## config.mk

```make
export PLATFORM = sky130hd
export DESIGN_NAME = seg7_capture
export DESIGN_NICKNAME = d
export VERILOG_FILES = /design/src/rtl/seg7_pkg.sv /design/src/rtl/seg7_to_bcd.sv /design/src/rtl/seg7_capture.sv
export SDC_FILE = /design/constraint.sdc
export NUM_CORES = 1
export LEC_CHECK = 0
export ABC_CLOCK_PERIOD_IN_PS = 5800
export CORE_ASPECT_RATIO = 0.5
export CORE_MARGIN = 1.5
export CORE_UTILIZATION = 35
export DETAILED_ROUTE_END_ITERATION = 8
export PLACE_DENSITY = 0.64
export SLEW_MARGIN = 0
export SYNTH_ARGS = -nofsm -noshare
export SYNTH_HDL_FRONTEND = slang
export SYNTH_SLANG_ARGS = --single-unit
```

## constraint.sdc

```tcl
create_clock -name clk -period 5.8 [get_ports clk]
set_clock_uncertainty 0.15 [all_clocks]
set_input_delay 0.58 -clock clk [delete_from_list [all_inputs] [get_ports clk]]
set_output_delay 0.58 -clock clk [all_outputs]
set_load 0.02 [all_outputs]
```

## src/rtl/seg7_pkg.sv

```systemverilog
// Shared 7-segment constants for the seg7 display blocks: digit patterns, blank/fill codes,
// capture FSM encoding and the BCD-to-segment lookup used by the display driver.
package seg7_pkg;

  // Index n holds the segment pattern for digit n (bit 6..0, active-high).
  localparam logic [9:0][6:0] SEG_DIGITS = {
    7'b0111111,  // 9
    7'b1111111,  // 8
    7'b0011100,  // 7
    7'b1110111,  // 6
    7'b0110111,  // 5
    7'b0011011,  // 4
    7'b0111101,  // 3
    7'b1101101,  // 2
    7'b0011000,  // 1
    7'b1111110   // 0
  };

  localparam logic [6:0] SEG_BLANK = 7'b0000000;
  localparam logic [3:0] BCD_FILL  = 4'hF;

  typedef enum logic {
    ST_SCAN = 1'b0,
    ST_HOLD = 1'b1
  } cap_state_e;

  function automatic logic [6:0] bcd_to_seg(input logic [3:0] bcd);
    return (bcd <= 4'd9) ? SEG_DIGITS[bcd] : SEG_BLANK;
  endfunction

endpackage

```

## src/rtl/seg7_to_bcd.sv

```systemverilog
// Combinational 7-segment pattern to BCD decoder with blank/illegal flags.
// SEG7_CAPTURE_ERR_EN: illegal patterns raise err_o; otherwise they are reported as blank.
module seg7_to_bcd
  import seg7_pkg::*;
(
  input  logic [6:0] seg_i,
  output logic [3:0] bcd_o,
  output logic       blank_o,
  output logic       err_o
);

  logic hit;

  always_comb begin
    bcd_o   = BCD_FILL;
    blank_o = 1'b0;
    err_o   = 1'b0;
    hit     = 1'b0;
    for (int i = 0; i < 10; i++) begin
      if (seg_i == SEG_DIGITS[i]) begin
        bcd_o = 4'(i);
        hit   = 1'b1;
      end
    end
    if (!hit) begin
`ifdef SEG7_CAPTURE_ERR_EN
      if (seg_i == SEG_BLANK) blank_o = 1'b1;
      else                    err_o   = 1'b1;
`else
      blank_o = 1'b1;
`endif
    end
  end

endmodule

```

## src/rtl/seg7_capture.sv

```systemverilog
// Captures NUM_DIGITS stable digits from a multiplexed 7-seg bus into a BCD frame; frame valid
// STABLE_CYCLES+1 edges after the last digit's first sample, held until rd_ready. SEG7_CAPTURE_ERR_EN enables err_mask.
module seg7_capture
  import seg7_pkg::*;
#(
  parameter int NUM_DIGITS    = 4,
  parameter int STABLE_CYCLES = 4
) (
  input  logic                    clk,
  input  logic                    rst_n,
  input  logic [6:0]              seg,
  input  logic [NUM_DIGITS-1:0]   dig_en,
  input  logic                    rd_ready,
  output logic                    out_valid,
  output logic [4*NUM_DIGITS-1:0] out_bcd,
  output logic [NUM_DIGITS-1:0]   blank_mask,
  output logic [NUM_DIGITS-1:0]   err_mask
);

  localparam logic [3:0] STABLE_N = 4'(STABLE_CYCLES);

  cap_state_e              state_q;
  logic                    out_valid_q;
  logic [6:0]              seg_q, seg_prev_q;
  logic [NUM_DIGITS-1:0]   dig_q, dig_prev_q;
  logic [3:0]              cnt_q, cnt_d;
  logic [NUM_DIGITS-1:0]   captured_q;
  logic [4*NUM_DIGITS-1:0] bcd_q;
  logic [NUM_DIGITS-1:0]   blank_q, err_q;

  logic                    onehot, same, reach;
  logic [NUM_DIGITS-1:0]   wr_mask;
  logic [3:0]              dec_bcd;
  logic                    dec_blank, dec_err;

  seg7_to_bcd u_dec (
    .seg_i   (seg_q),
    .bcd_o   (dec_bcd),
    .blank_o (dec_blank),
    .err_o   (dec_err)
  );

  assign onehot = (dig_q != '0) && ((dig_q & (dig_q - NUM_DIGITS'(1))) == '0);
  assign same   = ({seg_q, dig_q} == {seg_prev_q, dig_prev_q});

  always_comb begin
    cnt_d = '0;
    if (state_q == ST_SCAN) begin
      if (same && onehot)  cnt_d = (cnt_q == STABLE_N) ? cnt_q : cnt_q + 4'd1;
      else if (onehot)     cnt_d = 4'd1;
    end
  end

  // Only the edge where the run first reaches the threshold may write; saturation never rewrites.
  assign reach   = (state_q == ST_SCAN) && onehot && (cnt_d == STABLE_N) && (cnt_q != STABLE_N);
  assign wr_mask = reach ? (dig_q & ~captured_q) : '0;

  always_ff @(posedge clk or negedge rst_n) begin
    if (!rst_n) begin
      seg_q       <= '0;
      dig_q       <= '0;
      seg_prev_q  <= '0;
      dig_prev_q  <= '0;
      cnt_q       <= '0;
      captured_q  <= '0;
      bcd_q       <= '0;
      blank_q     <= '0;
      err_q       <= '0;
      state_q     <= ST_SCAN;
      out_valid_q <= 1'b0;
    end else begin
      seg_q      <= seg;
      dig_q      <= dig_en;
      seg_prev_q <= seg_q;
      dig_prev_q <= dig_q;
      cnt_q      <= cnt_d;
      case (state_q)
        ST_SCAN: begin
          for (int i = 0; i < NUM_DIGITS; i++) begin
            if (wr_mask[i]) begin
              bcd_q[4*i +: 4] <= dec_bcd;
              blank_q[i]      <= dec_blank;
              err_q[i]        <= dec_err;
              captured_q[i]   <= 1'b1;
            end
          end
          if (&captured_q) begin
            state_q     <= ST_HOLD;
            out_valid_q <= 1'b1;
          end
        end
        ST_HOLD: begin
          if (rd_ready) begin
            state_q     <= ST_SCAN;
            out_valid_q <= 1'b0;
            captured_q  <= '0;
          end
        end
      endcase
    end
  end

  assign out_valid  = out_valid_q;
  assign out_bcd    = bcd_q;
  assign blank_mask = blank_q;
  assign err_mask   = err_q;

endmodule

```

Word level (Yosys, flattened, before mapping). Index checks and enable logic that the tools add are counted.

Bits in latches: 0. Bits in read-only memories: 0. Flip-flop bits (word level): 52. Logic and storage cells: 100. Bits in writable memories: 0. Bits of input ports: 14. Memories: 0.

Divide/modulo/power cells: 0. $mul: 0. Add/subtract/negate cells: 2. Order comparisons: 0. Multiplexer cells: 38. Eq/ne operators: 20. Bitwise gates (word level): 4. Reduce and logical (&&, ||, !) cells: 17. Shift-type cells: 0.

Operator list (number): two-way mux 4 bit (15); == test 7 bit, second input constant (4); == test 7 x 5 -> 1 bit, second input constant (3); == test 7 x 6 -> 1 bit, second input constant (3); two-way mux 1 bit (20); AND reduction 2 bit (9); == test 11 bit (1); inequality test 2 bit, second input constant (5); AND 4 bit (2); == test 4 x 3 -> 1 bit, second input constant (2); case mux 4 bit (2 select lines) (1); logical AND 1 bit (5); adder 4 x 1 -> 4 bit, second input constant (1); zero test 4 bit (1); inequality test 4 x 3 -> 1 bit, second input constant (1); inverter 4 bit (1); case mux 1 bit (2 select lines) (2); AND reduction 4 bit (1); nonzero test 4 bit (1); subtractor 4 x 1 -> 4 bit, second input constant (1); inequality test 2 x 1 -> 1 bit, second input constant (1); inverter 1 bit (1).

Depth between registers and ports, before layout. Gate-level depths: netlist of the first run.

Depth after elaboration: 13. Mapped depth: 7.

By module. Synthesis of the first run repeated with hierarchy kept, for this count alone.

Cells, all modules: 179. Area, all modules: 2412.3 µm².

Modules (own cells, without submodules): seg7_capture (times used 1, cells an instance 144, area an instance 2164.6 µm²); seg7_to_bcd (times used 1, cells an instance 35, area an instance 247.7 µm²).

Least setup slack after synthesis of the first run. OpenSTA, ideal clock, no wires.

Path kind: register to register. Start point: reg cnt_q[0]. End point: reg bcd_q[3], in the netlist out_bcd[3]. Cell stages (with the launch flop): 6. Path slack: 3.624 ns. Setup time: 0.128 ns. Path buffers: 0. Arrival: 1.898 ns. Cell sequence: dfrtp_1 -> ha_1 -> or3_1 -> a31oi_2 -> nand4_1 -> mux2_1.

Cells in the longest elaborated chain, start to end: 9.

Ends and longest elaborated chain: from (decl) (RTL line seg7_capture.sv:26) `logic [3:0] cnt_q, cnt_d;`; from (signal assigned) (RTL line seg7_capture.sv:76) `cnt_q <= cnt_d;`; adder 4 x 1 -> 4 bit / == test 4 x 3 -> 1 bit (equally long branches) (RTL line seg7_capture.sv:49) `if (same && onehot) cnt_d = (cnt_q == STABLE_N) ? cnt_q : cnt_q + 4'd1;`; two-way mux 4 bit (2 in a row) (RTL line seg7_capture.sv:49); two-way mux 4 bit (RTL line seg7_capture.sv:48) `if (state_q == ST_SCAN) begin`; == test 4 x 3 -> 1 bit (RTL line seg7_capture.sv:55) `assign reach = (state_q == ST_SCAN) && onehot && (cnt_d == STABLE_N) && (cnt_q != STABLE_N);`; logical AND 1 bit (RTL line seg7_capture.sv:55); logical AND 1 bit * (RTL line seg7_capture.sv:55); two-way mux 4 bit * (RTL line seg7_capture.sv:56) `assign wr_mask = reach ? (dig_q & ~captured_q) : '0;`; AND reduction 2 bit (no line) *; to (signal assigned) (RTL line seg7_capture.sv:66) `bcd_q <= '0;`; to (signal, indexed assignment) (RTL line seg7_capture.sv:81) `bcd_q[4*i +: 4] <= dec_bcd;`; to (decl) (RTL line seg7_capture.sv:28) `logic [4*NUM_DIGITS-1:0] bcd_q;`.

Mark *: on every way between the ends. The rest lies on a longest branch, timed or not. A chain may end at the register's enable or synchronous reset.

Worst setup path in the final report of the first run.
Start point: reg seg_q[6]. End point: reg bcd_q[3], in the netlist out_bcd[3].

Cells in the longest elaborated chain, start to end: 11.

Ends and longest elaborated chain: from (decl) (RTL line seg7_capture.sv:24) `logic [6:0] seg_q, seg_prev_q;`; from (signal assigned) (RTL line seg7_capture.sv:72) `seg_q <= seg;`; == test 7 bit (RTL line seg7_to_bcd.sv:20) `if (seg_i == SEG_DIGITS[i]) begin`; two-way mux 4 bit (10 in a row) (RTL line seg7_to_bcd.sv:20).

Parallel ways exist; a longest one is shown, timed or not.

==> metrics.cfg, run 1 <==
[grt]
antenna_found_initial=0
grtUsageTotal_pct=13.6
grt_overflow_total=0
grt_max_degree=53
grt_pass1_wl_um=7560
grt_pass1_vias=1588

[power_and_ir_drop]
p_per_area_nw_per_um2=261
vdd_drop_max_v=0.000106
power_uw=738
power_leakage_nw=1.18

[worst_setup_path]
critPathTopFamily=simple AND/OR/NAND/NOR gates
cp_cell_sequence=xnor2_1, nand3_1, nor4_4, nand4_1, mux2_1
cp.arrival_ns=2.58
cp_num_buf_inv=0
critPathMaxStageDelay_ns=0.53
critical_path_class=flop to flop
endpoint_kind=flop
cp-start-kind=flop
critPathMaxFanout=11
cpMaxStageDelayCell=nor4_4
crit_required_ns=5.82

[sta]
holdWs_ns=0.245
min_period_ns=2.56
min_period_over_period_pct=44.1
hold_viol_final=0
setup_viol=0
tightest_slew_ns=0.635
timing.fmax_ghz=0.391
rsz0062_at_grt=false
timing.final.max_slew_violations=0
fin_setup_tns_ns=0
relSlewSlack_pct=57.7

[synth]
postSynthCellCount=189
yosysSeqAreaShare_pct=56.8
syn_avg_cell_area_um2=12.1
synth_warnings=0
synthFlopType=dfrtp_1
ys_types=40
synth_area_um2=2290
synth_seq_cells=52
synth-edff-count=0
synthArstFlopShare_pct=100

[route]
drt_wl_total_um=4340
drtIter0Drc=41
viasPerCell=4.91
first_pass_iters=4
detail_route.wl_per_cell_um=13.9
antenna_left=0
vias=1532
drcViolationCount=0

[cts]
cts_tree=built
clockBufferDepth=2
ctsResizeCount=0
cts_post_setup_buffers_inserted=0
ctsHoldBuffers=0
cts_sinks=52
cts.clk_slew.worst_paths_ns=0.06
numCtsBuffers=5
clockRootBuffer=clkbuf_16
insertion_delay_ns=0.28
cts.htree.levels=2

[die]
rows=20
core-area_um2=6180
die_w_um=117
die-area_um2=7070
ios=39
initial_core_util_pct=37.1
chipHeight_um=60.2

[finish]
synthToLayoutAreaGrowth_pct=23.3
antenna_cells=0
layout_commonest_cell=dfrtp_1
final_cell_mix=dfrtp_1 (52), clkdlybuf4s50_1 (33), mux2_2 (19)
drive_gt1_share_pct=14.7
fillers=575
finalNetCount=239
regArea_um2=1300
multi_input_area_um2=902
final_area_um2=2830

[place]
postPlaceCellArea_um2=2680
gp_congestion=0.737
hpwlAfterDp_um=3080
io_buffers=34

[outcome]
outcome=finished, final reports clean

[job]
maxCapViolations=0

[hold_path]
hold_class=input port to asynchronous set/reset pin

## synth_stat cells (all sizes together), types with 3 or more instances
cell | instances | share of area, %
nand2b | 5 | 1.4
a21oi | 10 | 2.2
nand3 | 5 | 1.1
xnor2 | 13 | 5.0
nand4 | 9 | 2.5
nor2b | 5 | 1.4
buf | 8 | 2.6
inv | 5 | 0.82
dfrtp | 52 | 57
nor2 | 11 | 1.9
clkbuf | 3 | 0.93
mux2 | 20 | 9.8
nand2 | 6 | 0.98
nor4b | 3 | 1.1
a41oi | 4 | 1.5
nor3 | 8 | 1.7
## final timing paths
check                                          end  slack [ns]              startpoint  depth (start not counted)
max                         out_bcd[3]$_DFFE_PN0P_        3.24      seg_q[6]$_DFF_PN0_                          5
max in group asynchronous  out_bcd[15]$_DFFE_PN0P_        4.83                   rst_n                          2
min reg2reg                 out_bcd[3]$_DFFE_PN0P_        0.35  out_bcd[3]$_DFFE_PN0P_                          1
min                             seg_q[6]$_DFF_PN0_        0.24                   rst_n                          2
min in group clk            out_bcd[3]$_DFFE_PN0P_        0.35  out_bcd[3]$_DFFE_PN0P_                          1
max reg2reg                 out_bcd[3]$_DFFE_PN0P_        3.24      seg_q[6]$_DFF_PN0_                          5
## worst reg2reg max path, stage by stage, from the launching register on
cell     delay (ns)
dfrtp_1        0.51
xnor2_1        0.23
nand3_1        0.17
nor4_4         0.53
nand4_1        0.43
mux2_1         0.42
## layout make-up
| class | count | area share [%] |
|---|---|---|
| flip-flops and latches | 52 | 46.1 |
| multi-input cells | 124 | 31.9 |
| repair buffers | 35 | 12.1 |
| clock buffers | 7 | 5.05 |
| well taps | 88 | 3.90 |
| inverters | 5 | 0.664 |
| clock inverters | 1 | 0.266 |
## stage by stage
stage / instances / utilization [%] / setup WS (ns)
after CTS: 312 / 45.7 / 3.23
after detailed placement: 304 / 43.3 / 3.27
after global placement: 304 / 43.3 / 3.29
after global routing: 312 / 45.7 / 3.06
final: 312 / 45.7 / 3.24
after floorplan: 192 / - / 3.62
## per-layer routing
metal | track usage, % | vias to the layer above | wire [um]
met1 | 16.6 | 759 | 2010
met3 | 2.96 | 6 | 122
met5 | 0 | - | 0
li1 | - | 732 | -
met4 | 6.17 | 0 | 63
met2 | 24.0 | 35 | 2150
## registers in the layout, summed over array words and instances (netlist names)
signal      count
blank_mask      4
captured_q      4
cnt_q           4
dig_prev_q      4
dig_q           4
out_bcd        16
out_valid       1
seg_prev_q      7
seg_q           7
state_q         1
## power breakdown
group	switching (mW)	total, mW	internal (mW)
Combinational	0.0280	0.0531	0.0250
Sequential	0.0157	0.390	0.375
Clock	0.123	0.295	0.172
Total	0.166	0.738	0.571
## cell families after synthesis
kind of cell             share of synthesized area [%]
other                                            0.164
multiplexers                                      10.3
AO/OA/AOI/OAI                                     6.50
buffers and inverters                             4.31
AND/OR/NAND/NOR                                   15.5
XOR/XNOR                                          5.35
flip-flops                                        56.8
adder cells (fa/ha/maj)                           1.09
No activity file was read; power rests on OpenSTA's default activity.
==> run 2: changes to the inputs <==
Settings changed: ABC_CLOCK_PERIOD_IN_PS 5800 to 2600.
Clock period 5.8 ns to 2.6 ns, I/O delays scaled along.
==> metrics.cfg, run 2 (same netlist as run 1, synthesis figures left out) <==
[route]
drtIter0Drc=58
drcViolationCount=0
detail_route.wl_per_cell_um=13.8
antenna_left=0
vias=1559
first_pass_iters=4
viasPerCell=4.81
drt_wl_total_um=4470

[sta]
fin_setup_tns_ns=0
timing.final.max_slew_violations=0
min_period_over_period_pct=91.0
min_period_ns=2.36
timing.fmax_ghz=0.423
rsz0062_at_grt=false
setup_viol=0
hold_viol_final=0
holdWs_ns=0.262

[worst_setup_path]
critPathMaxStageDelay_ns=0.41
cp_cell_sequence=inv_1, ha_1, nand3b_1, xnor2_1, nor4_4, nand4_1, buf_4, mux2_1
timing.rr.start=cnt_q[0]$_DFF_PN0_
cp.arrival_ns=2.38
r2r_slack_ns=0.24
critPathMaxFanout=9
critical_path_class=flop to flop
rr_worst_depth=8
crit_required_ns=2.62
r2r-end=out_bcd[3]$_DFFE_PN0P_
cpMaxStageDelayCell=dfrtp_1
cp-start-kind=flop
endpoint_kind=flop

[finish]
layout_commonest_cell=dfrtp_1
finalNetCount=251
synthToLayoutAreaGrowth_pct=27.4
antenna_cells=0
fillers=576
final_cell_mix=dfrtp_1 (52), clkdlybuf4s50_1 (33), mux2_2 (19)
final_area_um2=2920
multi_input_area_um2=902
largest_reg_flops=16
drive_gt1_share_pct=18.6
regArea_um2=1300

[power_and_ir_drop]
power_mw=1.66
vdd_drop_max_v=0.000230
p_per_area_nw_per_um2=568
power_leakage_nw=1.24

[job]
maxCapViolations=0

[grt]
grt_pass1_wl_um=7490
grt_pass1_vias=1499
grtUsageTotal_pct=13.8
antenna_found_initial=0
grt_max_degree=21
grt_overflow_total=0

[cts]
cts.htree.levels=2
insertion_delay_ns=0.28
clockBufferDepth=2
cts_tree=built
cts.clk_slew.worst_paths_ns=0.06
numCtsBuffers=5
ctsResizeCount=0
cts_sinks=52
clockRootBuffer=clkbuf_16

[die]
core-area_um2=6180
die-area_um2=7070
die_w_um=117
initial_core_util_pct=37.1
ios=39
chipHeight_um=60.2
rows=20

[hold_path]
hold_class=input port to flop
hold_depth=1
min_from=seg[2]
hold_end=seg_q[2]$_DFF_PN0_

[place]
io_buffers=34
postPlaceCellArea_um2=2750
gp_congestion=0.774
hpwlAfterDp_um=3300

[outcome]
outcome=finished, final reports clean

## run 2: where the power goes
group	switching (mW)	internal [mW]	total, mW
Clock	0.271	0.383	0.655
Combinational	0.0762	0.0640	0.140
Sequential	0.0261	0.836	0.862
## run 2: worst max path at each step
stage | start | to | slack, ns | depth (start not counted)
finish | cnt_q[0]$_DFF_PN0_ | out_bcd[3]$_DFFE_PN0P_ | 0.24 | 8
detailed placement | cnt_q[0]$_DFF_PN0_ | out_bcd[3]$_DFFE_PN0P_ | 0.07 | 7
floorplan | cnt_q[0]$_DFF_PN0_ | out_bcd[3]$_DFFE_PN0P_ | 0.42 | 5
global placement | cnt_q[0]$_DFF_PN0_ | out_bcd[3]$_DFFE_PN0P_ | 0.24 | 5
global route | cnt_q[0]$_DFF_PN0_ | out_bcd[3]$_DFFE_PN0P_ | 0.07 | 8
CTS | cnt_q[0]$_DFF_PN0_ | out_bcd[3]$_DFFE_PN0P_ | 0.07 | 7
## run 2: per-layer routing
metal	GRT usage [%]	routed length (um)
met4	4.76	28
met1	17.6	2120
met2	23.4	2220
met3	3.44	101
met5	0	0
## run 2: critical path: cells and delay by family, from the launching register on
| family | cells | cell delay (ns) |
|---|---|---|
| xor+xnor | 1 | 0.18 |
| fa+ha+maj | 1 | 0.25 |
| buf+inv | 2 | 0.31 |
| flops | 1 | 0.41 |
| mux | 1 | 0.31 |
| simple gates | 3 | 0.64 |
## run 2: layout make-up
type | count | area share [%]
Clock inverter | 1 | 0.257
Clock buffer | 7 | 4.89
Sequential cell | 52 | 44.6
Multi-Input combinational cell | 124 | 30.9
Tap cell | 88 | 3.77
Inverter | 5 | 0.643
Timing Repair Buffer | 47 | 14.9
## run 2: what timing repair did
action,in CTS,in global routing
hold buffers,1,0
hold endpoints to repair,18,0
setup buffers,0,1
endpoints found under the setup margin,0,5
## run 2: through the flow
step	instances	utilization (%)	setup WS [ns]
global route	324	47.2	0.0732
detailed placement	314	44.5	0.0736
finish	324	47.2	0.235
CTS	323	47.1	0.0678
global placement	314	44.5	0.245
floorplan	192	-	0.424
==> run 3: changes to the inputs <==
Settings changed: CORE_UTILIZATION 35 to 33, PLACE_DENSITY 0.64 to 0.61.
==> metrics.cfg, run 3 (same netlist as run 1, synthesis figures left out) <==
[grt]
grt_overflow_total=0
antenna_found_initial=0
grt_max_degree=53
grtUsageTotal_pct=12.7
grt_pass1_vias=1490
grt_pass1_wl_um=7210

[die]
die-area_um2=7480
ios=39
rows=21
core-area_um2=6700
chipHeight_um=61.9
initial_core_util_pct=34.2
die_w_um=121

[finish]
layout_commonest_cell=dfrtp_1
final_cell_mix=dfrtp_1 (52), clkdlybuf4s50_1 (33), mux2_2 (19)
final_area_um2=2910
fillers=624
drive_gt1_share_pct=17.7
finish.utilization_pct=43.4
antenna_cells=0
fin_cells=324
finalNetCount=247
largest_reg_flops=16
synthToLayoutAreaGrowth_pct=27.0

[hold_path]
hold_class=input port to flop

[worst_setup_path]
critical_path_class=flop to flop
cp-start-kind=flop
endpoint_kind=flop
critPathMaxFanout=8
cp.arrival_ns=2.36
crit_required_ns=2.62

[cts]
cts.clk_slew.worst_paths_ns=0.06
cts_tree=built
cts_sinks=52
numCtsBuffers=5
cts.htree.levels=2
clockRootBuffer=clkbuf_16
insertion_delay_ns=0.28
clockBufferDepth=2

[sta]
relSlewSlack_pct=57.2
setup_viol=0
min_period_over_period_pct=90.1
timing.fmax_ghz=0.427
timing.final.max_slew_violations=0
holdWs_ns=0.259
hold_viol_final=0
fin_setup_tns_ns=0
min_period_ns=2.34
rsz0062_at_grt=false
tightest_slew_ns=0.641

[route]
vias=1550
drtIter0Drc=61
drt_wl_total_um=4310
antenna_left=0
drcViolationCount=0
detail_route.wl_per_cell_um=13.3
viasPerCell=4.78
first_pass_iters=4

[power_and_ir_drop]
power_leakage_nw=1.23
vdd_drop_max_v=0.000288
p_per_area_nw_per_um2=591

[place]
gp_congestion=0.811
place_inst=314
io_buffers=34
hpwlAfterDp_um=3100
postPlaceCellArea_um2=2730

[job]
maxCapViolations=0

[outcome]
outcome=finished, final reports clean

==> run 3: worst paths after layout <==
kind	start	to	slack, ns	cells after the start
setup / recovery	cnt_q[0]$_DFF_PN0_	out_bcd[3]$_DFFE_PN0P_	0.26	6
hold / removal	dig_en[2]	dig_q[2]$_DFF_PN0_	0.26	1
setup reg to reg	cnt_q[0]$_DFF_PN0_	out_bcd[3]$_DFFE_PN0P_	0.26	6
hold reg to reg	out_bcd[13]$_DFFE_PN0P_	out_bcd[13]$_DFFE_PN0P_	0.36	1
max in group asynchronous	rst_n	seg_q[5]$_DFF_PN0_	1.40	3
min in group asynchronous	rst_n	seg_q[6]$_DFF_PN0_	0.47	3
==> run 3: per-stage QoR <==
step / total power, mW / worst slack (ns)
detailed placement: 1.01 / 0.178
floorplan: 0.955 / 0.424
CTS: 1.74 / 0.166
finish: 1.72 / 0.257
global placement: 1.00 / 0.265
global route: 1.80 / 0.0971
==> run 3: layer usage <==
metal  routed length [um]  GRT usage (%)  vias up  share of wire [%]
met2                 1990           20.1       28                 46
met3                  142           4.65        4                3.3
met4                   41           4.87        0               0.95
met1                 2140           16.4      768                 50
met5                    0              0        -                  0
li1                     -              -      750                  -
==> run 3: cell type report <==
type | instances | area, um2 | area share, %
clock buffers | 5 | 125 | 4.30
repair buffers | 43 | 405 | 13.9
clock inverters | 3 | 42.5 | 1.46
flip-flops and latches | 52 | 1300 | 44.7
inverters | 5 | 18.8 | 0.645
well taps | 92 | 115 | 3.96
multi-input cells | 124 | 902 | 31.0
==> run 3: what timing repair did <==
item,4_1_cts,5_1_grt
endpoints found under the setup margin,0,1
hold endpoints to repair,52,0
setup buffers,0,1
hold buffers,1,0
gates resized for setup,0,0
==> run 3: report_power, final <==
| part | leakage, nW | switching [mW] | internal (mW) |
|---|---|---|---|
| clock | 0.0798 | 0.277 | 0.452 |
| sequential | 0.671 | 0.0318 | 0.835 |
| combinational | 0.476 | 0.0661 | 0.0588 |
==> run 3: critical path, cell delays in order (launching register included) <==
cell and delay [ns]:
dfrtp_1 0.42, ha_1 0.26, or3_1 0.37, a31oi_2 0.39, nand4_1 0.15, buf_4 0.19
mux2_1 0.30
